## src/rtl/cpu_types_pkg.sv

```systemverilog
// Shared types for the dual-core coherence bus: FSM states, request classes,
// default snoop hold time and the two-core tie-break helper.
package cpu_types_pkg;

  localparam int unsigned SNOOP_CYCLES_DEF = 2;

  typedef enum logic [2:0] {
    IDLE,
    INV,
    WB,
    SNOOP,
    C2C,
    RAMRD,
    IFETCH
  } bus_state_t;

  typedef enum logic [2:0] {
    CLS_NONE,
    CLS_IREAD,
    CLS_DREAD,
    CLS_DWRITE,
    CLS_CCWRITE
  } req_class_t;

  // With both cores requesting, the one that did not win last time goes first.
  function automatic logic pick_core(input logic [1:0] req, input logic last);
    if (req == 2'b11) begin
      return ~last;
    end
    return req[1];
  endfunction

endpackage

```

## src/rtl/bus_rr_arbiter.sv

```systemverilog
// Fixed-priority class arbiter (ccwrite > dWEN > dREN > iREN) with a
// round-robin tie-break between the two cores inside a class.
module bus_rr_arbiter
  import cpu_types_pkg::*;
(
  input  logic       CLK,
  input  logic       nRST,
  input  logic       grant_en,
  input  logic [1:0] ccwrite,
  input  logic [1:0] dWEN,
  input  logic [1:0] dREN,
  input  logic [1:0] iREN,
  output logic       gnt_valid,
  output logic       gnt_core,
  output req_class_t gnt_class
);

  logic last_grant_q, last_grant_d;

  // Pick the highest pending class, then the core within it.
  always_comb begin
    gnt_valid    = 1'b1;
    gnt_core     = 1'b0;
    gnt_class    = CLS_NONE;
    last_grant_d = last_grant_q;
    if (|ccwrite) begin
      gnt_class = CLS_CCWRITE;
      gnt_core  = pick_core(ccwrite, last_grant_q);
    end else if (|dWEN) begin
      gnt_class = CLS_DWRITE;
      gnt_core  = pick_core(dWEN, last_grant_q);
    end else if (|dREN) begin
      gnt_class = CLS_DREAD;
      gnt_core  = pick_core(dREN, last_grant_q);
    end else if (|iREN) begin
      gnt_class = CLS_IREAD;
      gnt_core  = pick_core(iREN, last_grant_q);
    end else begin
      gnt_valid = 1'b0;
    end
    if (grant_en && gnt_valid) begin
      last_grant_d = gnt_core;
    end
  end

  // Remember which core won the most recent grant.
  always_ff @(posedge CLK or negedge nRST) begin
    if (!nRST) begin
      last_grant_q <= 1'b0;
    end else begin
      last_grant_q <= last_grant_d;
    end
  end

endmodule

```

## src/rtl/coherence_bus_ctrl.sv

```systemverilog
// Dual-core memory/coherence controller: one RAM port shared by two icaches
// and two dcaches, with MSI snooping between the dcaches. All outputs are
// decoded from registered state so reset drops every strobe at once.
module coherence_bus_ctrl
  import cpu_types_pkg::*;
#(
  parameter int unsigned CPUS         = 2,
  parameter int unsigned SNOOP_CYCLES = SNOOP_CYCLES_DEF
) (
  input  logic             CLK,
  input  logic             nRST,
  input  logic [1:0]       iREN,
  input  logic [1:0][31:0] iaddr,
  output logic [1:0]       iwait,
  output logic [1:0][31:0] iload,
  input  logic [1:0]       dREN,
  input  logic [1:0]       dWEN,
  input  logic [1:0][31:0] daddr,
  input  logic [1:0][31:0] dstore,
  input  logic [1:0]       ccwrite,
  input  logic [1:0]       cctrans,
  output logic [1:0]       dwait,
  output logic [1:0][31:0] dload,
  output logic [1:0]       ccwait,
  output logic [1:0]       ccinv,
  output logic [1:0][31:0] ccsnoopaddr,
  output logic             ramREN,
  output logic             ramWEN,
  output logic [31:0]      ramaddr,
  output logic [31:0]      ramstore,
  input  logic [31:0]      ramload,
  input  logic             ram_ready
);

  localparam int unsigned CORE_W = (CPUS > 1) ? $clog2(CPUS) : 1;
  localparam int unsigned CNT_W  = $clog2(SNOOP_CYCLES + 1);
  localparam logic [CNT_W-1:0] CNT_LAST = CNT_W'(SNOOP_CYCLES - 1);

  bus_state_t        state_q, state_d;
  logic [CORE_W-1:0] core_q, core_d;
  logic [CORE_W-1:0] oth;
  logic [CNT_W-1:0]  cnt_q, cnt_d;
  logic [31:0]       data_q, data_d;

  logic       gnt_valid;
  logic       gnt_core;
  req_class_t gnt_class;
  logic       req_held;

  bus_rr_arbiter u_arb (
    .CLK       (CLK),
    .nRST      (nRST),
    .grant_en  (state_q == IDLE),
    .ccwrite   (ccwrite),
    .dWEN      (dWEN),
    .dREN      (dREN),
    .iREN      (iREN),
    .gnt_valid (gnt_valid),
    .gnt_core  (gnt_core),
    .gnt_class (gnt_class)
  );

  assign oth = ~core_q;

  // Next-state and output decode for the single in-flight transaction.
  always_comb begin
    state_d     = state_q;
    core_d      = core_q;
    cnt_d       = cnt_q;
    data_d      = data_q;
    iwait       = '1;
    dwait       = '1;
    iload       = '0;
    dload       = '0;
    ccwait      = '0;
    ccinv       = '0;
    ccsnoopaddr = '0;
    ramREN      = 1'b0;
    ramWEN      = 1'b0;
    ramaddr     = '0;
    ramstore    = '0;
    case (state_q)
      IDLE: begin
        if (gnt_valid) begin
          core_d = gnt_core;
          cnt_d  = '0;
          case (gnt_class)
            CLS_CCWRITE: state_d = INV;
            CLS_DWRITE:  state_d = WB;
            CLS_DREAD:   state_d = SNOOP;
            CLS_IREAD:   state_d = IFETCH;
            default:     state_d = IDLE;
          endcase
        end
      end
      INV: begin
        ccwait[oth]      = 1'b1;
        ccinv[oth]       = 1'b1;
        ccsnoopaddr[oth] = daddr[core_q];
        ccinv[core_q]    = 1'b1;
        state_d          = IDLE;
      end
      WB: begin
        ramWEN   = 1'b1;
        ramaddr  = daddr[core_q];
        ramstore = dstore[core_q];
        if (ram_ready) begin
          dwait[core_q] = 1'b0;
          state_d       = IDLE;
        end
      end
      SNOOP: begin
        ccwait[oth]      = 1'b1;
        ccsnoopaddr[oth] = daddr[core_q];
        if (cnt_q == CNT_LAST) begin
          cnt_d = '0;
          if (cctrans[oth]) begin
            data_d  = dstore[oth];
            state_d = C2C;
          end else begin
            state_d = RAMRD;
          end
        end else begin
          cnt_d = cnt_q + CNT_W'(1);
        end
      end
      C2C: begin
        ccwait[oth]      = 1'b1;
        ccsnoopaddr[oth] = daddr[core_q];
        ramWEN           = 1'b1;
        ramaddr          = daddr[core_q];
        ramstore         = data_q;
        if (ram_ready) begin
          dload[core_q] = data_q;
          dwait[core_q] = 1'b0;
          state_d       = IDLE;
        end
      end
      RAMRD: begin
        ramREN  = 1'b1;
        ramaddr = daddr[core_q];
        if (ram_ready) begin
          dload[core_q] = ramload;
          dwait[core_q] = 1'b0;
          state_d       = IDLE;
        end
      end
      IFETCH: begin
        ramREN  = 1'b1;
        ramaddr = iaddr[core_q];
        if (ram_ready) begin
          iload[core_q] = ramload;
          iwait[core_q] = 1'b0;
          state_d       = IDLE;
        end
      end
      default: state_d = IDLE;
    endcase
  end

  // State, granted core, snoop counter and latched snoop word.
  always_ff @(posedge CLK or negedge nRST) begin
    if (!nRST) begin
      state_q <= IDLE;
      core_q  <= '0;
      cnt_q   <= '0;
      data_q  <= '0;
    end else begin
      state_q <= state_d;
      core_q  <= core_d;
      cnt_q   <= cnt_d;
      data_q  <= data_d;
    end
  end

  // The strobe that started the current transaction must stay up until it ends.
  always_comb begin
    req_held = 1'b1;
    case (state_q)
      INV:               req_held = ccwrite[core_q];
      WB:                req_held = dWEN[core_q];
      SNOOP, C2C, RAMRD: req_held = dREN[core_q];
      IFETCH:            req_held = iREN[core_q];
      default:           req_held = 1'b1;
    endcase
  end

  a_req_held : assert property (@(posedge CLK) disable iff (!nRST) req_held);

endmodule

```

## config.mk

```make
export PLATFORM = sky130hd
export DESIGN_NAME = coherence_bus_ctrl
export DESIGN_NICKNAME = d
export VERILOG_FILES = /design/src/rtl/cpu_types_pkg.sv /design/src/rtl/bus_rr_arbiter.sv /design/src/rtl/coherence_bus_ctrl.sv
export SDC_FILE = /design/constraint.sdc
export NUM_CORES = 1
export LEC_CHECK = 0
export CAP_MARGIN = 40
export CORE_AREA = 2 2 193 195
export DETAILED_ROUTE_END_ITERATION = 12
export DIE_AREA = 0 0 195 197
export HOLD_SLACK_MARGIN = 0.03
export PLACE_DENSITY_LB_ADDON = 0.12
export REMOVE_ABC_BUFFERS = 1
export SKIP_LAST_GASP = 1
export SLEW_MARGIN = 10
export SYNTH_ARGS = -nofsm -noshare
export SYNTH_HDL_FRONTEND = slang
export SYNTH_SLANG_ARGS = --single-unit
export TNS_END_PERCENT = 20
```

## constraint.sdc

```tcl
create_clock -name CLK -period 3.37 [get_ports CLK]
set_clock_uncertainty 0.05 [all_clocks]
set_input_delay 0.5055 -clock CLK [delete_from_list [all_inputs] [get_ports CLK]]
set_output_delay 0.5055 -clock CLK [all_outputs]
set_load 0.01 [all_outputs]
```

==> flow_summary.ini, run 1 <==
[status]
status = completed

[global_routing]
grt_pass1_wl_um = 46900
grt_max_degree = 39
grt_pass1_vias = 7250
use_met3_pct = 5.801
grt_overflow = 0
antenna_found_initial = 5
top_usage_layer = met2
grt_use_met2_pct = 31.40
grt_usage_pct = 16.24
met1_usage_pct = 16.20

[synthesis]
synth.avg_cell_area_um2 = 7.298
synthArstFlopShare_pct = 100.0
yosys.area.top_type = mux2i_1
ys_seq_area_share_pct = 18.27
ys.flop_type = dfrtp_1
ys_ff_latch = 38
synth_area_um2 = 5204
synth_top_area_share_pct = 24.81
synth-edff-count = 0
yosysWarnings = 0
syn-instance-count = 713
synth.area.top_cells = mux2i_1 (25%), dfrtp_1 (18%), and2_1 (16%), nor2_1 (7.8%), mux2_2 (6.9%)
synth_cell_type_count = 35

[die]
die-width_um = 195
die-area_um2 = 38420
coreArea_um2 = 36260
chipHeight_um = 197
io_pins = 503
row_count = 70
start_util_pct = 14.35

[placement]
globalplace.congestion = 0.7972
place_hpwl_um = 27020
placed_area_um2 = 10840
port-buffer-count = 502
post-place-ws_ns = 0.2718

[clock_tree]
cts-buffers-inserted = 5
clkSlewWorstSetupHoldPaths_ns = 0.06
cts_tree = built
cts.path.max_buffers = 2
root_buffer = clkbuf_16
cts_hold_buffers = 0
htree_levels = 2
cts-resized-gates = 0
cts_setup_buffers = 0
cts.sinks = 38
insertion_delay_ns = 0.29

[worst_setup_path]
reg2reg_depth = 6
cpMostUsedCell = buf_4
worstPathCellList = nand3b_1 > buf_4 > nor2_2 > buf_4 > and2_1 > clkdlybuf4s50_1
arrival_ns = 2.49
cp-start-kind = flop
crit_family = buffers and inverters
slowest_delay_ns = 0.56
slowest_stage = dfrtp_1
end_kind = output port
worstPathRequired_ns = 2.81
timing.rr.start = core_q$_DFFE_PN0P_
r2r-end = data_q[18]$_DFFE_PN0P_
rrSetupSlack_ns = 1.26
crit_type = reg2out
cp_max_fo = 34
path_buf_inv = 3

[power_and_ir_drop]
vdd_drop_max_mv = 0.3016
p_per_area_nw_per_um2 = 564.1
cellLeakagePower_uw = 0.004178

[finish]
drive_gt1_share_pct = 7.149
fin_area_um2 = 11020
syn2layout_area_growth_pct = 111.7
num-nets-final = 1425
nFillCells = 3966

[detailed_routing]
via_per_inst = 4.135
first_pass_iters = 6
wirelength_um = 32200
wl_per_cell_um = 19.38
drc = 0
route.vias.total = 6872
postRouteAntennaNets = 0
drt_iter0_markers = 193

[timing]
setup_ws_ns = 0.3226
tightest_slew_ns = 0.5975
min_period_ns = 3.047
fin_crit_sh_pct = 90.43
fmax_ghz = 0.3281
setup_viol = 0
hold_viol = 0
slew_violations = 0
relSlewSlack_pct = 59.80
rsz0062_at_grt = no

[hold_path]
hold_class = in2async

[flow_run]
maxCapViolCount = 0
## registers in the layout, summed over array words and instances, names as in the netlist
| register | count |
|---|---|
| core_q | 1 |
| data_q | 32 |
| state_q | 3 |
| cnt_q | 2 |
## routing by layer
metal | share of wire (%) | up-vias | routed length [um]
met5 | 0.040 | - | 13
met4 | 2.2 | 2 | 695
met3 | 8.8 | 27 | 2818
met2 | 53 | 316 | 17060
met1 | 36 | 3131 | 11610
li1 | - | 3396 | -
## cell type report
cell class              instances  area (um2)  share of cell area, %
clock buffers                   5       125.1                  1.136
clock inverters                 3       40.04                 0.3634
flip-flops and latches         38       955.9                  8.676
diodes                          5       12.51                 0.1136
repair buffers                530        5293                  48.04
well taps                     468       585.6                  5.315
inverters                       5       18.77                 0.1703
multi-input cells             608        3988                  36.19
## cell usage after synthesis, types with 4 or more instances
library cell and count:
inv_1 5, buf_2 30, nor2b_1 4, buf_4 4, nor2_1 108, nand3_1 4, clkbuf_1 24, o21ai_0 37
dfrtp_1 38, mux2i_1 129, nand2_1 70, buf_1 4, nand2b_1 4, a21oi_1 36, and2_1 129, mux2_2 32
o22ai_1 32
## placed cells by master (no fill, tap or decap), types with 23 or more instances in the layout
cell type        count
o22ai_1             32
mux2_2              32
a21oi_1             36
dfrtp_1             36
buf_4               23
and2_1             129
o21ai_0             37
nor2_1             104
clkdlybuf4s50_1    501
nand2_1             69
mux2i_1            129
## logic make-up after synthesis
family                 after synthesis  share of synthesized area (%)
AND/OR/NAND/NOR                    331                          31.69
multiplexers                       161                          31.74
AO/OA/AOI/OAI                      116                          12.46
buffers and inverters               67                          5.843
flip-flops                          38                          18.27
## worst register-to-register path, delay by kind of cell, from the launching register on
kind,cells,cell delay (ns)
buffers and inverters,2,0.65
DFF,1,0.60
and+or+nand+nor,2,0.40
muxes,1,0.20
AOI/OAI and AO/OA,1,0.13
## per-stage QoR
| stage | util (%) | power (uW) | cells | TNS [ns] | hold slack, ns |
|---|---|---|---|---|---|
| after floorplan | - | 3379 | 651 | -827.95 | 0.1599 |
| after global placement | 29.90 | 5798 | 1649 | 0 | 0.4314 |
| after detailed placement | 29.90 | 5776 | 1649 | 0 | 0.4454 |
| after CTS | 30.35 | 6371 | 1657 | 0 | 0.1511 |
| after global routing | 30.37 | 6722 | 1660 | 0 | 0.1681 |
| final | 30.39 | 6216 | 1662 | 0 | 0.1300 |
## worst max-delay path by stage
stage,from,to,cells after the start
2_1_floorplan,core_q$_DFFE_PN0P_,dload[32],2
3_3_place_gp,ram_ready,dload[19],6
3_5_place_dp,ram_ready,dload[15],6
4_1_cts,state_q[0]$_DFFE_PN0P_,ramstore[22],5
5_1_grt,ram_ready,dload[15],6
6_report,state_q[2]$_DFFE_PN0P_,iload[58],6
## power breakdown
part           switching (uW)  internal [uW]  leakage, uW
combinational            2300           2430      0.00363
sequential                245            683     0.000460
clock                     206            347    0.0000836
total                    2750           3460      0.00418
Note: power is estimated with default switching activity, not from simulation.
==> run 2, diff against run 1 <==
Settings changed: GPL_ROUTABILITY_DRIVEN set to 0.
==> results of run 2 <==
The final DEF is identical to that of run 1; final timing and power are the same.
==> run 3, diff against run 2 <==
Settings changed: CAP_MARGIN 40 to 15, MAX_ROUTING_LAYER set to met4.
==> flow_summary.ini, run 3 (synthesized netlist as in run 1, its figures left out) <==
[status]
status = completed

[worst_setup_path]
arrival_ns = 2.50
slowest_delay_ns = 0.55
slowest_stage = clkdlybuf4s50_1
crit_type = in2out
end_kind = output port
cpMostUsedCell = clkdlybuf4s50_1
worstPathCellList = clkdlybuf4s50_1 > nor2b_1 > nand2_2 > buf_12 > nor2_1 > clkdlybuf4s50_1
path_buf_inv = 3
worstPathRequired_ns = 2.81
crit_family = buffers and inverters
cp_max_fo = 21
cp-start-kind = input port

[timing]
hold_viol = 0
setup_viol = 0
tightest_slew_ns = 0.6020
relSlewSlack_pct = 59.50
rsz0062_at_grt = no
fmax_ghz = 0.3270
setup-tns-final_ns = 0
min_period_ns = 3.058
fin_crit_sh_pct = 90.73
slew_violations = 0

[power_and_ir_drop]
finalPower_uw = 6219
p_per_area_nw_per_um2 = 564.3
vdd_drop_max_mv = 0.3002
cellLeakagePower_uw = 0.004178

[detailed_routing]
drc = 0
first_pass_iters = 7
postRouteAntennaNets = 0
wl_per_cell_um = 19.35
drt_iter0_markers = 180
route.vias.total = 6878
wirelength_um = 32180
via_per_inst = 4.136

[finish]
fin_area_um2 = 11020
drive_gt1_share_pct = 7.149
reg_top3 = data_q x32, state_q x3, cnt_q x2
nFillCells = 3965
syn2layout_area_growth_pct = 111.8
regMostFlops = data_q
stdcell_count = 1663
num-nets-final = 1425
layout_common_cells = clkdlybuf4s50_1 (501), and2_1 (129), mux2i_1 (129)
largest_reg_flops = 32
final_util_pct = 30.39
mostFrequentLayoutCell = clkdlybuf4s50_1

[clock_tree]
cts.sinks = 38
cts.path.max_buffers = 2
root_buffer = clkbuf_16
cts_tree = built
cts-buffers-inserted = 5
clkSlewWorstSetupHoldPaths_ns = 0.06
insertion_delay_ns = 0.29
cts_hold_buffers = 0
htree_levels = 2
cts_setup_buffers = 0
cts-resized-gates = 0

[global_routing]
grt_usage_pct = 16.71
grt_max_degree = 39
grt_pass1_wl_um = 46660
grt_overflow = 0
antenna_found_initial = 5
grt_pass1_vias = 7290

[flow_run]
maxCapViolCount = 0

[hold_path]
hold_class = in2async

[die]
io_pins = 503
coreArea_um2 = 36260
die-width_um = 195
die-area_um2 = 38420
chipHeight_um = 197
start_util_pct = 14.35
row_count = 70

[placement]
placed_area_um2 = 10840
port-buffer-count = 502
place_inst = 1649
place_hpwl_um = 27020
## run 3: cell count changes in the layout (fill, tap and decap cells not counted), sizes merged
cell | before | now
diode | 5 | 6
## run 3: final timing paths
check                                     start                      to  slack, ns  depth (start not counted)
max                                   ram_ready               dload[15]       0.31                          6
min                                        nRST   data_q[4]$_DFFE_PN0P_       0.13                          1
min reg2reg                cnt_q[0]$_DFFE_PN0P_    cnt_q[0]$_DFFE_PN0P_       0.45                          1
max reg2reg                  core_q$_DFFE_PN0P_  data_q[18]$_DFFE_PN0P_       1.25                          6
min in group CLK           cnt_q[0]$_DFFE_PN0P_    cnt_q[0]$_DFFE_PN0P_       0.45                          1
max in group asynchronous                  nRST  data_q[11]$_DFFE_PN0P_       2.54                          2
## run 3: cell type report
type / instances / area, um2 / share of cell area, %
Sequential cell: 38 / 955.9 / 8.674
Clock buffer: 5 / 125.1 / 1.135
Inverter: 5 / 18.77 / 0.1703
Timing Repair Buffer: 530 / 5293 / 48.02
Clock inverter: 3 / 40.04 / 0.3633
Multi-Input combinational cell: 608 / 3988 / 36.18
Tap cell: 468 / 585.6 / 5.313
Antenna cell: 6 / 15.01 / 0.1362
## run 3: through the flow
step                      setup WS, ns  hold WS [ns]
after floorplan                 -4.072        0.1599
after global placement          0.3381        0.4314
after detailed placement        0.2718        0.4454
after CTS                       0.2522        0.1511
after global routing            0.1026        0.1715
final                           0.3123        0.1306
## run 3: layer usage
| layer | global-route usage (%) | vias to the layer above | part of all wire [%] |
|---|---|---|---|
| met3 | 5.390 | 27 | 8.3 |
| li1 | - | 3398 | - |
| met1 | 16.46 | 3141 | 36 |
| met2 | 31.36 | 312 | 53 |
| met5 | - | - | 0 |
| met4 | 4.778 | 0 | 2.4 |
## run 3: power breakdown
group	switching (uW)	total (uW)	internal [uW]	leakage [uW]
clock	207	555	347	0.0000836
sequential	245	928	683	0.000460
combinational	2300	4740	2430	0.00363
total	2750	6220	3460	0.00418
